[src/rtl/mem_ctrl_pkg.sv]
// Shared constants for the byte-serial memory controller: size codes,
// FSM/grant encodings, memory-mapped I/O addresses and bus widths.
package mem_ctrl_pkg;

    localparam int ADDR_W = 32;
    localparam int DATA_W = 32;
    localparam int BYTE_W = 8;

    localparam logic [1:0] SIZE_BYTE = 2'd0;
    localparam logic [1:0] SIZE_HALF = 2'd1;
    localparam logic [1:0] SIZE_WORD = 2'd2;

    localparam logic [ADDR_W-1:0] IO_ADDR_0 = 32'h0003_0000;
    localparam logic [ADDR_W-1:0] IO_ADDR_1 = 32'h0003_0004;

    typedef enum logic [1:0] {S_IDLE, S_FETCH, S_LOAD, S_STORE} state_t;
    typedef enum logic [1:0] {GNT_FETCH = 2'd1, GNT_LSB = 2'd2} grant_t;

    // Size code 3 is illegal and is handled as a full word.
    function automatic logic [2:0] size_len(input logic [1:0] size);
        case (size)
            SIZE_BYTE: return 3'd1;
            SIZE_HALF: return 3'd2;
            SIZE_WORD: return 3'd4;
            default:   return 3'd4;
        endcase
    endfunction

    function automatic logic is_io(input logic [ADDR_W-1:0] addr);
        return (addr == IO_ADDR_0) || (addr == IO_ADDR_1);
    endfunction

endpackage

[src/rtl/mem_ctrl.sv]
// Byte-serial RAM controller arbitrating instruction fetches and LSB
// loads/stores onto an 8-bit memory port, one byte per cycle.
module mem_ctrl
    import mem_ctrl_pkg::*;
(
    input  logic              clk,
    input  logic              rst,
    input  logic              rdy,
    input  logic              in_fetch_valid,
    input  logic [ADDR_W-1:0] in_fetch_addr,
    output logic              out_fetch_done,
    output logic [DATA_W-1:0] out_fetch_data,
    input  logic              in_lsb_valid,
    input  logic              in_lsb_wr,
    input  logic [1:0]        in_lsb_size,
    input  logic [ADDR_W-1:0] in_lsb_addr,
    input  logic [DATA_W-1:0] in_lsb_wdata,
    output logic              out_lsb_done,
    output logic [DATA_W-1:0] out_lsb_data,
    input  logic [BYTE_W-1:0] mem_din,
    output logic [BYTE_W-1:0] mem_dout,
    output logic [ADDR_W-1:0] mem_a,
    output logic              mem_wr,
    input  logic              io_buffer_full,
    input  logic              in_rob_misbranch
);

    state_t            state, state_n;
    grant_t            last_gnt;
    logic [2:0]        cnt, len, lane;
    logic [ADDR_W-1:0] addr_q;
    logic [DATA_W-1:0] wdata_q, rbuf, rdata_n;
    logic [BYTE_W-1:0] wbyte;
    logic              lsb_ok, pick_fetch, pick_lsb, last, abort;

    always_comb begin
        // An I/O store must wait while the output buffer is full.
        lsb_ok     = in_lsb_valid && !(in_lsb_wr && is_io(in_lsb_addr) && io_buffer_full);
        pick_fetch = in_fetch_valid && (!lsb_ok || last_gnt == GNT_LSB);
        pick_lsb   = lsb_ok && !pick_fetch;
        last       = (cnt == len);
        abort      = (state == S_FETCH || state == S_LOAD) && in_rob_misbranch;
        state_n    = state;
        case (state)
            S_IDLE: begin
                if (!in_rob_misbranch) begin
                    if (pick_fetch)    state_n = S_FETCH;
                    else if (pick_lsb) state_n = in_lsb_wr ? S_STORE : S_LOAD;
                end
            end
            S_FETCH, S_LOAD: if (abort || last) state_n = S_IDLE;
            S_STORE:         if (last) state_n = S_IDLE;
            default:         state_n = S_IDLE;
        endcase
    end

    always_ff @(posedge clk) begin
        if (rst)      state <= S_IDLE;
        else if (rdy) state <= state_n;
    end

    // Byte returned now belongs to the address issued one cycle earlier.
    always_comb begin
        lane    = cnt - 3'd1;
        rdata_n = rbuf;
        for (int i = 0; i < 4; i++)
            if (lane == 3'(i)) rdata_n[8*i +: 8] = mem_din;
        wbyte = wdata_q[{cnt[1:0], 3'b000} +: 8];
    end

    always_ff @(posedge clk) begin
        if (rst) begin
            cnt            <= '0;
            len            <= '0;
            last_gnt       <= GNT_FETCH;
            addr_q         <= '0;
            wdata_q        <= '0;
            rbuf           <= '0;
            mem_a          <= '0;
            mem_dout       <= '0;
            mem_wr         <= 1'b0;
            out_fetch_done <= 1'b0;
            out_lsb_done   <= 1'b0;
            out_fetch_data <= '0;
            out_lsb_data   <= '0;
        end else begin
            out_fetch_done <= 1'b0;
            out_lsb_done   <= 1'b0;
            if (rdy) begin
                if (state == S_IDLE) begin
                    cnt    <= '0;
                    rbuf   <= '0;
                    mem_wr <= 1'b0;
                    if (state_n == S_FETCH) begin
                        addr_q   <= in_fetch_addr;
                        len      <= 3'd4;
                        last_gnt <= GNT_FETCH;
                    end else if (state_n != S_IDLE) begin
                        addr_q   <= in_lsb_addr;
                        wdata_q  <= in_lsb_wdata;
                        len      <= size_len(in_lsb_size);
                        last_gnt <= GNT_LSB;
                    end
                end else if (abort) begin
                    cnt    <= '0;
                    mem_wr <= 1'b0;
                end else begin
                    if (state != S_STORE && cnt != 3'd0) rbuf <= rdata_n;
                    if (!last) begin
                        mem_a  <= addr_q + 32'(cnt);
                        mem_wr <= (state == S_STORE);
                        if (state == S_STORE) mem_dout <= wbyte;
                        cnt    <= cnt + 3'd1;
                    end else begin
                        cnt    <= '0;
                        mem_wr <= 1'b0;
                        case (state)
                            S_FETCH: begin
                                out_fetch_done <= 1'b1;
                                out_fetch_data <= rdata_n;
                            end
                            S_LOAD: begin
                                out_lsb_done <= 1'b1;
                                out_lsb_data <= rdata_n;
                            end
                            default: out_lsb_done <= 1'b1;
                        endcase
                    end
                end
            end
        end
    end

endmodule
[config.mk]
export PLATFORM = sky130hd
export DESIGN_NAME = mem_ctrl
export DESIGN_NICKNAME = d
export VERILOG_FILES = /design/src/rtl/mem_ctrl_pkg.sv /design/src/rtl/mem_ctrl.sv
export SDC_FILE = /design/constraint.sdc
export NUM_CORES = 1
export LEC_CHECK = 0
export ABC_AREA = 1
export BUFFER_PORTS_ARGS = -buffer_cell sky130_fd_sc_hd__buf_4
export CORE_ASPECT_RATIO = 1.1
export CORE_MARGIN = 4
export CORE_UTILIZATION = 55
export CTS_CLUSTER_SIZE = 14
export DETAILED_ROUTE_END_ITERATION = 8
export HOLD_SLACK_MARGIN = 0.03
export PLACE_DENSITY = 0.91
export SYNTH_ARGS = -nofsm -noshare
export SYNTH_HDL_FRONTEND = slang
export SYNTH_SLANG_ARGS = --single-unit
[constraint.sdc]
create_clock -name clk -period 5.4 [get_ports clk]
set_input_delay 0.27 -clock clk [delete_from_list [all_inputs] [get_ports clk]]
set_output_delay 0.27 -clock clk [all_outputs]
set_load 0.005 [all_outputs]
==> results.md <==
* Post-synthesis cell type count at 41
* IR drop worst, VDD at 0.2067 mV
* Total clock buffers created by CTS at 22
* Syn-to-layout area delta at 22.97%
* Outcome: finished clean
* Fill cell count at 1,400
* Via Count at 10,120
* Critical Path Fanout Max at 55
* RSZ-0062 raised after global routing: false
* IO Port Bufs at 220
* Hold slack at 0.06400 ns
* P_leak at 5.136 nW
* CP startpoint kind: flip-flop
* CP delay by family, top: simple AND/OR/NAND/NOR gates
* Fin. Hold Viols at 0
* CP max stage cell: inv_2
* Yosys top cell area share at 42.47%
* Vias in the first global route at 9,549
* Synthesized area at 0.01004 sq mm
* Clock Latency Late Sink at 0.49 ns
* EDFF count, synth at 0
* Dominant synthesized flop cell: dfxtp_1
* Row count at 51
* Die height at 149.7 um
* Routability cong. at 0.9077
* Ports at 221
* Crit path time final at 3.615 ns
* CP cell instances: inv_1, ha_1, nand2_1, inv_1, nor3_1, nand2_1, inv_2, nand2_1, a211oi_1, a211oi_1
* DRT iter0 DRCs at 952
* Top cell type by total area after synthesis: dfxtp_1
* Root buf cell: clkbuf_16
* Fin. max-slew vios at 0
* All-Layer GR Usage at 26.69%
* Syn Area/Cell at 7.157 sq um
* CTS tree: done
* First-pass GRT wire length at 45.18 mm
* Crit path DAT at 3.96 ns
* Syn Inst Count at 1,403
* DPL Wire Length at 19.75 mm
* Register area share after synthesis at 42.47%
* Die X-Extent at 136.8 um
* Initial Util at 56.40%
* Layout cells sized above 1 at 19.43%
* Die area at 0.02048 sq mm
* Max Clock Skew at 0.007683 ns
* Clock Sinks at 213
* Total congestion overflow at 0
* Max stage delay on crit path at 0.77 ns
* Critical R2R Capture: mem_dout[7]
* Crit path buffers/inverters at 3
* Highest Clock Rate at 0.2766 GHz
* Setup TNS at 0 ns
* Hold Crit Depth at 3
* Hold endpoint: wdata_q[10]
* Max-cap violations at 0
* Count of final setup violators at 0
* Slew Limit Headroom at 21.16%
* Worst slew pin tran at 1.183 ns
* Crit path top cell by count: nand2_1
* R2r setup slk at 1.79 ns
* ANT cells at 0
* Longest Clk Path Bufs at 3
* H-Tree Depth at 1
* Period utilization at 66.94%
* Avg WL per Cell at 15.61 um
* Post-DRT Antenna Nets at 0
* Initial antenna violation count at 0
* YS warnings at 0
* Asr flop ratio synth at 0%
* CTS clk-pin slew, worst paths at 0.06 ns
* Final nets at 1,692
* Via/cell ratio at 5.567
* Area contributors post-synth: dfxtp_1 (42%), nand2_1 (12%), a21oi_1 (10%), o21ai_0 (6.3%), inv_1 (5.8%)
* Crit path launch: state[0]
* Post-synthesis register bit count at 213
* Syn_nets at 1,531
* Hold Crit Class: input pin to flip-flop
* 1st-pass router iterations at 5
* Worst EP required at 5.74 ns
* WL final at 28.39 mm
* CP Class: flip-flop to flip-flop
* Pwr Density at 297.8 mW/mm^2
* Hold_sp: in_lsb_wdata[10]
* Largest net degree at the start of global routing at 104
* R2R Path Start: state[0]
* Core Box Area at 0.01780 sq mm
* Drc violations at 0
* Cells on worst reg2reg path at 10
* CP Capture Type: flip-flop
[how the worst max path moves through the flow]
| stage | depth (start not counted) | to | slack (ns) |
|---|---|---|---|
| floorplan | 12 | mem_a[28] | 2.63 |
| global placement | 10 | mem_dout[7] | 1.92 |
| detailed placement | 10 | mem_dout[7] | 1.83 |
| CTS | 10 | mem_dout[7] | 1.79 |
| global route | 7 | mem_dout[5] | 1.41 |
| finish | 10 | mem_dout[7] | 1.79 |
[power breakdown]
group	leakage (nW)	total [mW]	switching [mW]	internal (mW)
registers	1.72	1.67	0.0404	1.63
logic	3.04	0.470	0.305	0.165
clock network	0.376	1.54	0.615	0.923
[cell usage after synthesis (2+ instances only)]
cell	count
nand2_1	311
dfxtp_1	213
a21oi_1	200
inv_1	154
o21ai_0	126
nand3_1	105
nor2_1	57
clkbuf_1	54
nand3_2	23
buf_2	21
xor2_1	20
nor3_1	18
a211oi_1	16
ha_1	13
o211ai_1	9
nor4_1	8
buf_1	5
nand4_1	5
xnor2_1	4
a31oi_1	3
buf_12	3
buf_4	3
buf_6	3
nand2_2	3
nand2_4	3
nor2_2	3
or2_2	3
inv_2	2
nor2_4	2
o21ai_2	2
[final cells by class]
type / instances / area [sq um] / share of cell area [%]
timing repair buffer: 227 / 1707 / 13.82
clock buffer: 33 / 683.2 / 5.533
sequential: 213 / 4264 / 34.54
multi-input combinational: 942 / 4731 / 38.32
inverter: 158 / 600.6 / 4.864
tap: 238 / 297.8 / 2.412
clock inverter: 7 / 63.81 / 0.5168
[what timing repair did]
action | CTS | global route
buffers inserted | 0 | 0
hold endpoints to repair | 1 | 0
hold buffers | 1 | 0
gates resized for setup | 0 | 0
[worst reg2reg max path: stages (launching register included)]
cell and delay (ns):
dfxtp_1 0.41, inv_1 0.12, ha_1 0.32, nand2_1 0.10, inv_1 0.05, nor3_1 0.22, nand2_1 0.34, inv_2 0.77
nand2_1 0.63, a211oi_1 0.42, a211oi_1 0.07
[placed cells by master, fill, tap and decap left out, types with 4 or more instances in the layout]
| cell type | Yosys | final |
|---|---|---|
| ha_1 | 13 | 13 |
| dfxtp_1 | 213 | 213 |
| nand2_1 | 311 | 311 |
| a211oi_1 | 16 | 16 |
| inv_1 | 154 | 154 |
| o211ai_1 | 9 | 9 |
| nor2_2 | 3 | 4 |
| nand3_2 | 23 | 23 |
| clkinv_2 | 0 | 5 |
| nand3_1 | 105 | 105 |
| nor3_1 | 18 | 18 |
| clkbuf_16 | 0 | 23 |
| xnor2_1 | 4 | 4 |
| nor4_1 | 8 | 8 |
| nor2_1 | 57 | 56 |
| clkbuf_8 | 0 | 7 |
| a21oi_1 | 200 | 200 |
| o21ai_0 | 126 | 126 |
| nand4_1 | 5 | 5 |
| xor2_1 | 20 | 20 |
| buf_4 | 3 | 226 |
[kinds of logic (layout without fill, tap and decap cells)]
kind of cell / after synthesis / in the layout / synth area share (%)
adder cells (fa/ha/maj): 14 / 14 / 1.819
XOR/XNOR: 24 / 24 / 2.093
flip-flops: 213 / 213 / 42.47
AO/OA/AOI/OAI: 358 / 358 / 18.60
buffers and inverters: 248 / 425 / 10.44
AND/OR/NAND/NOR: 546 / 546 / 24.57
[flip-flops by register name (all words and copies together) (netlist names)]
signal and flops:
mem_a 32, out_lsb_done 1, out_fetch_data 32, rbuf 32, mem_dout 8, mem_wr 1, wdata_q 32, out_fetch_done 1
out_lsb_data 32, len 3, state 2, addr_q 32, cnt 3, last_gnt 2
[layer usage]
metal | track usage [%] | routed length [um]
met2 | 47.04 | 14120
met5 | 0 | 0
met3 | 3.934 | 2201
met4 | 12.92 | 1240
met1 | 31.64 | 10820
[metrics by stage]
step | utilization [%] | power, mW | std cells | instance area [sq um] | worst slack, ns
after CTS | 69.35 | 3.680 | 1818 | 12350 | 1.788
after global placement | 65.10 | 2.150 | 1777 | 11590 | 1.916
after global routing | 69.35 | 3.805 | 1818 | 12350 | 1.405
after floorplan | - | 2.021 | 1403 | 10040 | 2.629
final | 69.35 | 3.677 | 1818 | 12350 | 1.785
after detailed placement | 65.10 | 2.163 | 1777 | 11590 | 1.825
(Power assumes the default switching activity.)
